<file path="config.mk">
export PLATFORM = sky130hd
export DESIGN_NAME = store_vector_writer
export DESIGN_NICKNAME = d
export VERILOG_FILES = /design/src/rtl/store_vector_writer.sv
export SDC_FILE = /design/constraint.sdc
export NUM_CORES = 1
export LEC_CHECK = 0
export ABC_AREA = 1
export ABC_CLOCK_PERIOD_IN_PS = 2500
export CAP_MARGIN = 0
export CORE_MARGIN = 2
export CORE_UTILIZATION = 46
export CTS_CLUSTER_SIZE = 10
export DETAILED_ROUTE_END_ITERATION = 8
export PLACE_DENSITY_LB_ADDON = 0.2
export SYNTH_ARGS = -nofsm -noshare
export SYNTH_HDL_FRONTEND = slang
export SYNTH_SLANG_ARGS = --single-unit
</file>
<file path="constraint.sdc">
create_clock -name clk -period 2.5 [get_ports clk]
set_clock_uncertainty 0.2 [all_clocks]
set_input_delay 0.5 -clock clk [delete_from_list [all_inputs] [get_ports clk]]
set_output_delay 0.5 -clock clk [all_outputs]
set_load 0.05 [all_outputs]
</file>
<file path="src/rtl/store_vector_writer.sv">
// STORE engine: reads tiles from the vector buffer controller and streams them to DRAM as strobed write beats.
// Optional STORE_CHECKSUM_EN adds a 32-bit byte-sum output of all strobed bytes per command.
module store_vector_writer #(
  parameter int unsigned DATA_WIDTH = 8,
  parameter int unsigned TILE_WIDTH = 256,
  parameter int unsigned TILE_ELEMS = TILE_WIDTH / DATA_WIDTH,
  parameter int unsigned ADDR_WIDTH = 24,
  parameter int unsigned BEAT_BYTES = 4
) (
  input  logic                             clk,
  input  logic                             rst,
  input  logic                             start,
  input  logic [4:0]                       src_buffer_id,
  input  logic [9:0]                       length,
  input  logic [ADDR_WIDTH-1:0]            addr,
  output logic                             busy,
  output logic                             done,
  output logic                             vec_read_enable,
  output logic [4:0]                       vec_read_buffer_id,
  input  logic [TILE_ELEMS*DATA_WIDTH-1:0] vec_read_tile,
  input  logic                             vec_read_valid,
  output logic                             dram_wr_valid,
  input  logic                             dram_wr_ready,
  output logic [ADDR_WIDTH-1:0]            dram_wr_addr,
  output logic [8*BEAT_BYTES-1:0]          dram_wr_data,
  output logic [BEAT_BYTES-1:0]            dram_wr_strb
`ifdef STORE_CHECKSUM_EN
  ,
  output logic [31:0]                      checksum
`endif
);

  localparam int unsigned TW  = TILE_ELEMS * DATA_WIDTH;
  localparam int unsigned BW  = 8 * BEAT_BYTES;
  localparam int unsigned BPT = TW / BW;
  localparam int unsigned EPB = BW / DATA_WIDTH;
  localparam int unsigned EB  = DATA_WIDTH / 8;
  localparam int unsigned BIW = (BPT > 1) ? $clog2(BPT) : 1;
  localparam int unsigned CW  = 11;

  localparam logic [2:0] S_IDLE      = 3'd0;
  localparam logic [2:0] S_REQ       = 3'd1;
  localparam logic [2:0] S_WAIT_TILE = 3'd2;
  localparam logic [2:0] S_WRITE     = 3'd3;
  localparam logic [2:0] S_FINISH    = 3'd4;

  logic [2:0]            state_q, state_d;
  logic [4:0]            buf_q, buf_d;
  logic [CW-1:0]         len_q, len_d;
  logic [CW-1:0]         e_q, e_d, e_inc;
  logic [BIW-1:0]        b_q, b_d;
  logic [TW-1:0]         tile_q, tile_d;
  logic [ADDR_WIDTH-1:0] addr_q, addr_d;
  logic [BW-1:0]         wr_data_q, wr_data_d;
  logic [BEAT_BYTES-1:0] wr_strb_q, wr_strb_d;
  logic                  busy_q, done_q, rd_en_q, wr_valid_q;

  logic [TW-1:0]         sel_tile;
  logic [BIW-1:0]        sel_beat;
  logic [CW-1:0]         sel_base;
  logic [BW-1:0]         beat_raw;
  logic [BW-1:0]         pay_data;
  logic [BEAT_BYTES-1:0] pay_strb;

`ifdef STORE_CHECKSUM_EN
  logic [31:0] sum_q, sum_d, beat_sum;

  always_comb begin
    beat_sum = '0;
    for (int unsigned k = 0; k < BEAT_BYTES; k++) begin
      beat_sum = beat_sum + 32'(wr_data_q[8*k +: 8]);
    end
  end
`endif

  assign e_inc = e_q + CW'(EPB);

  // Payload of the next beat: beat 0 of an incoming tile, or the following beat of the held tile.
  always_comb begin
    if (state_q == S_WAIT_TILE) begin
      sel_tile = vec_read_tile;
      sel_beat = '0;
      sel_base = e_q;
    end else begin
      sel_tile = tile_q;
      sel_beat = b_q + BIW'(1);
      sel_base = e_inc;
    end
    beat_raw = BW'(sel_tile >> (int'(sel_beat) * BW));
    pay_data = '0;
    pay_strb = '0;
    for (int unsigned k = 0; k < BEAT_BYTES; k++) begin
      pay_strb[k] = (sel_base + CW'(k / EB)) < len_q;
      pay_data[8*k +: 8] = pay_strb[k] ? beat_raw[8*k +: 8] : 8'h00;
    end
  end

  always_comb begin
    state_d   = state_q;
    buf_d     = buf_q;
    len_d     = len_q;
    e_d       = e_q;
    b_d       = b_q;
    tile_d    = tile_q;
    addr_d    = addr_q;
    wr_data_d = wr_data_q;
    wr_strb_d = wr_strb_q;
`ifdef STORE_CHECKSUM_EN
    sum_d     = sum_q;
`endif
    case (state_q)
      S_IDLE: begin
        if (start) begin
          buf_d   = src_buffer_id;
          len_d   = {1'b0, length};
          addr_d  = addr;
          e_d     = '0;
          b_d     = '0;
`ifdef STORE_CHECKSUM_EN
          sum_d   = '0;
`endif
          state_d = (length == 10'd0) ? S_FINISH : S_REQ;
        end
      end
      S_REQ: state_d = S_WAIT_TILE;
      S_WAIT_TILE: begin
        if (vec_read_valid) begin
          tile_d    = vec_read_tile;
          b_d       = '0;
          wr_data_d = pay_data;
          wr_strb_d = pay_strb;
          state_d   = S_WRITE;
        end
      end
      S_WRITE: begin
        if (dram_wr_ready) begin
          addr_d = addr_q + ADDR_WIDTH'(BEAT_BYTES);
          e_d    = e_inc;
`ifdef STORE_CHECKSUM_EN
          sum_d  = sum_q + beat_sum;
`endif
          if (e_inc >= len_q) begin
            state_d = S_FINISH;
          end else if (b_q == BIW'(BPT - 1)) begin
            state_d = S_REQ;
          end else begin
            b_d       = b_q + BIW'(1);
            wr_data_d = pay_data;
            wr_strb_d = pay_strb;
          end
        end
      end
      S_FINISH: state_d = S_IDLE;
      default:  state_d = S_IDLE;
    endcase
  end

  // Control outputs are registered decodes of the next state.
  always_ff @(posedge clk) begin
    if (rst) begin
      state_q    <= S_IDLE;
      buf_q      <= '0;
      len_q      <= '0;
      e_q        <= '0;
      b_q        <= '0;
      tile_q     <= '0;
      addr_q     <= '0;
      wr_data_q  <= '0;
      wr_strb_q  <= '0;
      busy_q     <= 1'b0;
      done_q     <= 1'b0;
      rd_en_q    <= 1'b0;
      wr_valid_q <= 1'b0;
`ifdef STORE_CHECKSUM_EN
      sum_q      <= '0;
`endif
    end else begin
      state_q    <= state_d;
      buf_q      <= buf_d;
      len_q      <= len_d;
      e_q        <= e_d;
      b_q        <= b_d;
      tile_q     <= tile_d;
      addr_q     <= addr_d;
      wr_data_q  <= wr_data_d;
      wr_strb_q  <= wr_strb_d;
      busy_q     <= (state_d != S_IDLE);
      done_q     <= (state_d == S_FINISH);
      rd_en_q    <= (state_d == S_REQ);
      wr_valid_q <= (state_d == S_WRITE);
`ifdef STORE_CHECKSUM_EN
      sum_q      <= sum_d;
`endif
    end
  end

  assign busy               = busy_q;
  assign done               = done_q;
  assign vec_read_enable    = rd_en_q;
  assign vec_read_buffer_id = buf_q;
  assign dram_wr_valid      = wr_valid_q;
  assign dram_wr_addr       = addr_q;
  assign dram_wr_data       = wr_data_q;
  assign dram_wr_strb       = wr_strb_q;
`ifdef STORE_CHECKSUM_EN
  assign checksum           = sum_q;
`endif

endmodule

</file>
==> results.sh <==
export IMPL_antenna_found_initial=17
export IMPL_maxSlewHeadroom=0.6138
export IMPL_first_pass_iters=5
export IMPL_numCtsBuffers=41
export IMPL_crit_arrival_ns=3.13
export IMPL_grt_overflow=0
export IMPL_start_util=0.4643
export IMPL_cts_tree="done"
export IMPL_ir_drop_v=0.0004668
export IMPL_syn_area_um2=16430
export IMPL_grt_pass1_wl_um=92810
export IMPL_path_max_fanout=5
export IMPL_drc=0
export IMPL_synth_avg_cell_area_um2=7.011
export IMPL_dp_slack_ns=-0.3973
export IMPL_rsz0062_at_grt="yes"
export IMPL_failed_checks="setup timing"
export IMPL_regToRegEndpoint="dram_wr_data[23]$_SDFFE_PP0P_"
export IMPL_layout_area_overhead_vs_synth_pct=41.34
export IMPL_fin_crit_sh=1.166
export IMPL_power_uw=15840
export IMPL_ys_flop_type="dfxtp_1"
export IMPL_setup_worst_path_start_class="flop"
export IMPL_fill_cells=3070
export IMPL_ios=369
export IMPL_grt_max_degree=112
export IMPL_htreeDepth=2
export IMPL_min_from="rst"
export IMPL_hold_violations=0
export IMPL_fin_tns_setup_ns=-15.59
export IMPL_ys_ff_latch=350
export IMPL_clkTransAtPathRegs_ns=0.06
export IMPL_report_final_slew_viol_count=0
export IMPL_die_area_um2=37250
export IMPL_grt_pass1_vias=17165
export IMPL_status="finished with violations"
export IMPL_clock_path_buffers=3
export IMPL_synthArstFlopShare=0
export IMPL_hpwl_um=43890
export IMPL_reg2reg_slack_ns=-0.42
export IMPL_crit_type="flop to flop"
export IMPL_fmax_mhz=343.0
export IMPL_reg2regPathDepth=18
export IMPL_yosysSeqAreaShare=0.4263
export IMPL_ys_warn_count=0
export IMPL_hp_class="input port to flop"
export IMPL_nets=3053
export IMPL_drv_cap=0
export IMPL_end_kind="flop"
export IMPL_core_area_um2=35400
export IMPL_yosys_top_cells_area="dfxtp_1, nor2_1, o21ai_0, nand2_1, a21oi_1"
export IMPL_synth_edf_count=0
export IMPL_worst_pin_slew_ns=0.5787
export IMPL_synth_top_area_frac=0.4263
export IMPL_die_w_um=193.0
export IMPL_clock_root_buffer="clkbuf_16"
export IMPL_min_to="tile_q[129]$_SDFFE_PP0P_"
export IMPL_setup_ws_ns=-0.4151
export IMPL_avgViaCountPerCell=5.721
export IMPL_syn_inst=2344
export IMPL_finalWirelength_um=63450
export IMPL_critPathRequiredTime_ns=2.71
export IMPL_die_h_um=193.0
export IMPL_clock_sinks=350
export IMPL_finalSetupViolations=46
export IMPL_synthTopCellsByCount="nor2_1, nand2_1, dfxtp_1"
export IMPL_drtIter0Drc=1540
export IMPL_antenna_left=0
export IMPL_grt_usage=0.3203
export IMPL_insertion_delay_ns=0.54
export IMPL_wl_per_cell_um=19.83
export IMPL_hold_depth=2
export IMPL_synth_area_leader_cell="dfxtp_1"
export IMPL_p_per_area_nw_per_um2=681.9
export IMPL_rows=69
export IMPL_vias=18302
export IMPL_port_buffers=368
export IMPL_leakagePower_uw=0.009637
export IMPL_rr_startpoint="e_q[2]$_SDFFE_PP0P_"
export IMPL_synth_most_common_cell="nor2_1"
export IMPL_final_min_clock_period_ns=2.915
export IMPL_ys_types=44
export IMPL_drive_gt1_frac=0.1216
export IMPL_synth_nets=2676
export IMPL_gp_congestion=0.9336
-- cell usage in the layout, fill, tap and decap left out, types with 14 or more instances in the layout --
cell,synthesis,layout
a21oi_1,194,183
buf_12,0,23
buf_4,6,103
clkbuf_16,0,46
clkdlybuf4s50_1,0,348
dfxtp_1,350,344
dlymetal6s2s_1,0,14
ha_1,32,25
inv_1,123,111
nand2_1,352,310
nand2_2,1,26
nand2_4,2,18
nand3_1,88,84
nand4_1,18,18
nor2_1,466,446
nor2_2,4,18
nor3_1,42,40
o21ai_0,345,333
o221ai_1,67,67
-- cell type report --
cell class,instances,area (um2),area share
Clock buffer,51,1136,0.04891
Inverter,128,530.5,0.02284
Antenna cell,8,20.02,0.0008618
Sequential cell,350,7022,0.3023
Timing Repair Buffer,506,5137,0.2212
Tap cell,461,576.8,0.02483
Multi-Input combinational cell,1693,8781,0.3780
Timing Repair inverter,1,16.27,0.0007002
Clock inverter,1,8.758,0.0003771
-- worst max-delay path: stages, from the launching register on --
cell and delay (ns):
dfxtp_4 0.39, ha_4 0.15, nand2_4 0.07, nor2_4 0.13
xor2_2 0.22, buf_4 0.16, ha_4 0.20, nand2_2 0.07
inv_2 0.04, a21oi_2 0.13, nand2_1 0.07, nand2_2 0.08
nand4_1 0.16, nand2_4 0.13, buf_12 0.13, nand2_8 0.11
buf_16 0.20, nand2_1 0.09, a21oi_2 0.06
-- cells by family after synthesis --
family	Yosys count	synth area share
buf+inv	302	0.07468
flops	350	0.4263
simple gates	994	0.2456
fa+ha+maj	32	0.02436
xor+xnor	9	0.004797
compound gates	657	0.2242
-- through the flow --
stage          cell area, um2    util  hold WS (ns)  std cells
4_1_cts                 22530  0.6364        0.1655       3173
6_report                23230  0.6562        0.1823       3199
3_5_place_dp            21160  0.5977        0.2381       3113
3_3_place_gp            21160  0.5977        0.2310       3113
2_1_floorplan           16510       -        0.2200       2344
5_1_grt                 23220  0.6560        0.1828       3196
-- layer usage --
metal	part of all wire	up-vias	track usage
li1	-	8632	-
met1	0.38	8561	0.3817
met2	0.47	872	0.5323
met3	0.081	225	0.06462
met4	0.064	12	0.1964
met5	0.0013	-	0
-- power by group --
group	total, uW	internal [uW]	switching (uW)
clock	5410	3140	2280
sequential	6150	5940	209
combinational	4280	1690	2590
-- sequential cells by signal, summed over array words and instances, names as in the netlist --
register and cells:
tile_q 256, dram_wr_data 32, dram_wr_addr 24, len_q 10, e_q 9, vec_read_buffer_id 5
dram_wr_strb 4, b_q 3, state_q 3, busy 1, done 1, dram_wr_valid 1
vec_read_enable 1
-- what timing repair did --
item,CTS,global route
hold buffers,0,0
gates cloned,1,8
pin swaps,31,33
buffers inserted,7,10
gates resized for setup,47,127
endpoints found under the setup margin,51,59
hold endpoints to repair,0,0
-- how the worst max path moves through the flow --
stage / start / end / slack [ns] / depth (start not counted)
3_3_place_gp: e_q[2]$_SDFFE_PP0P_ / dram_wr_data[16]$_SDFFE_PP0P_ / -0.26 / 18
3_5_place_dp: e_q[2]$_SDFFE_PP0P_ / dram_wr_data[18]$_SDFFE_PP0P_ / -0.40 / 18
6_report: e_q[2]$_SDFFE_PP0P_ / dram_wr_data[23]$_SDFFE_PP0P_ / -0.42 / 18
2_1_floorplan: state_q[0]$_SDFF_PP0_ / dram_wr_data[6]$_SDFFE_PP0P_ / -0.02 / 18
4_1_cts: e_q[2]$_SDFFE_PP0P_ / dram_wr_data[18]$_SDFFE_PP0P_ / -0.20 / 18
5_1_grt: e_q[2]$_SDFFE_PP0P_ / dram_wr_data[23]$_SDFFE_PP0P_ / -0.46 / 18
No activity file was read; power rests on OpenSTA's default activity.
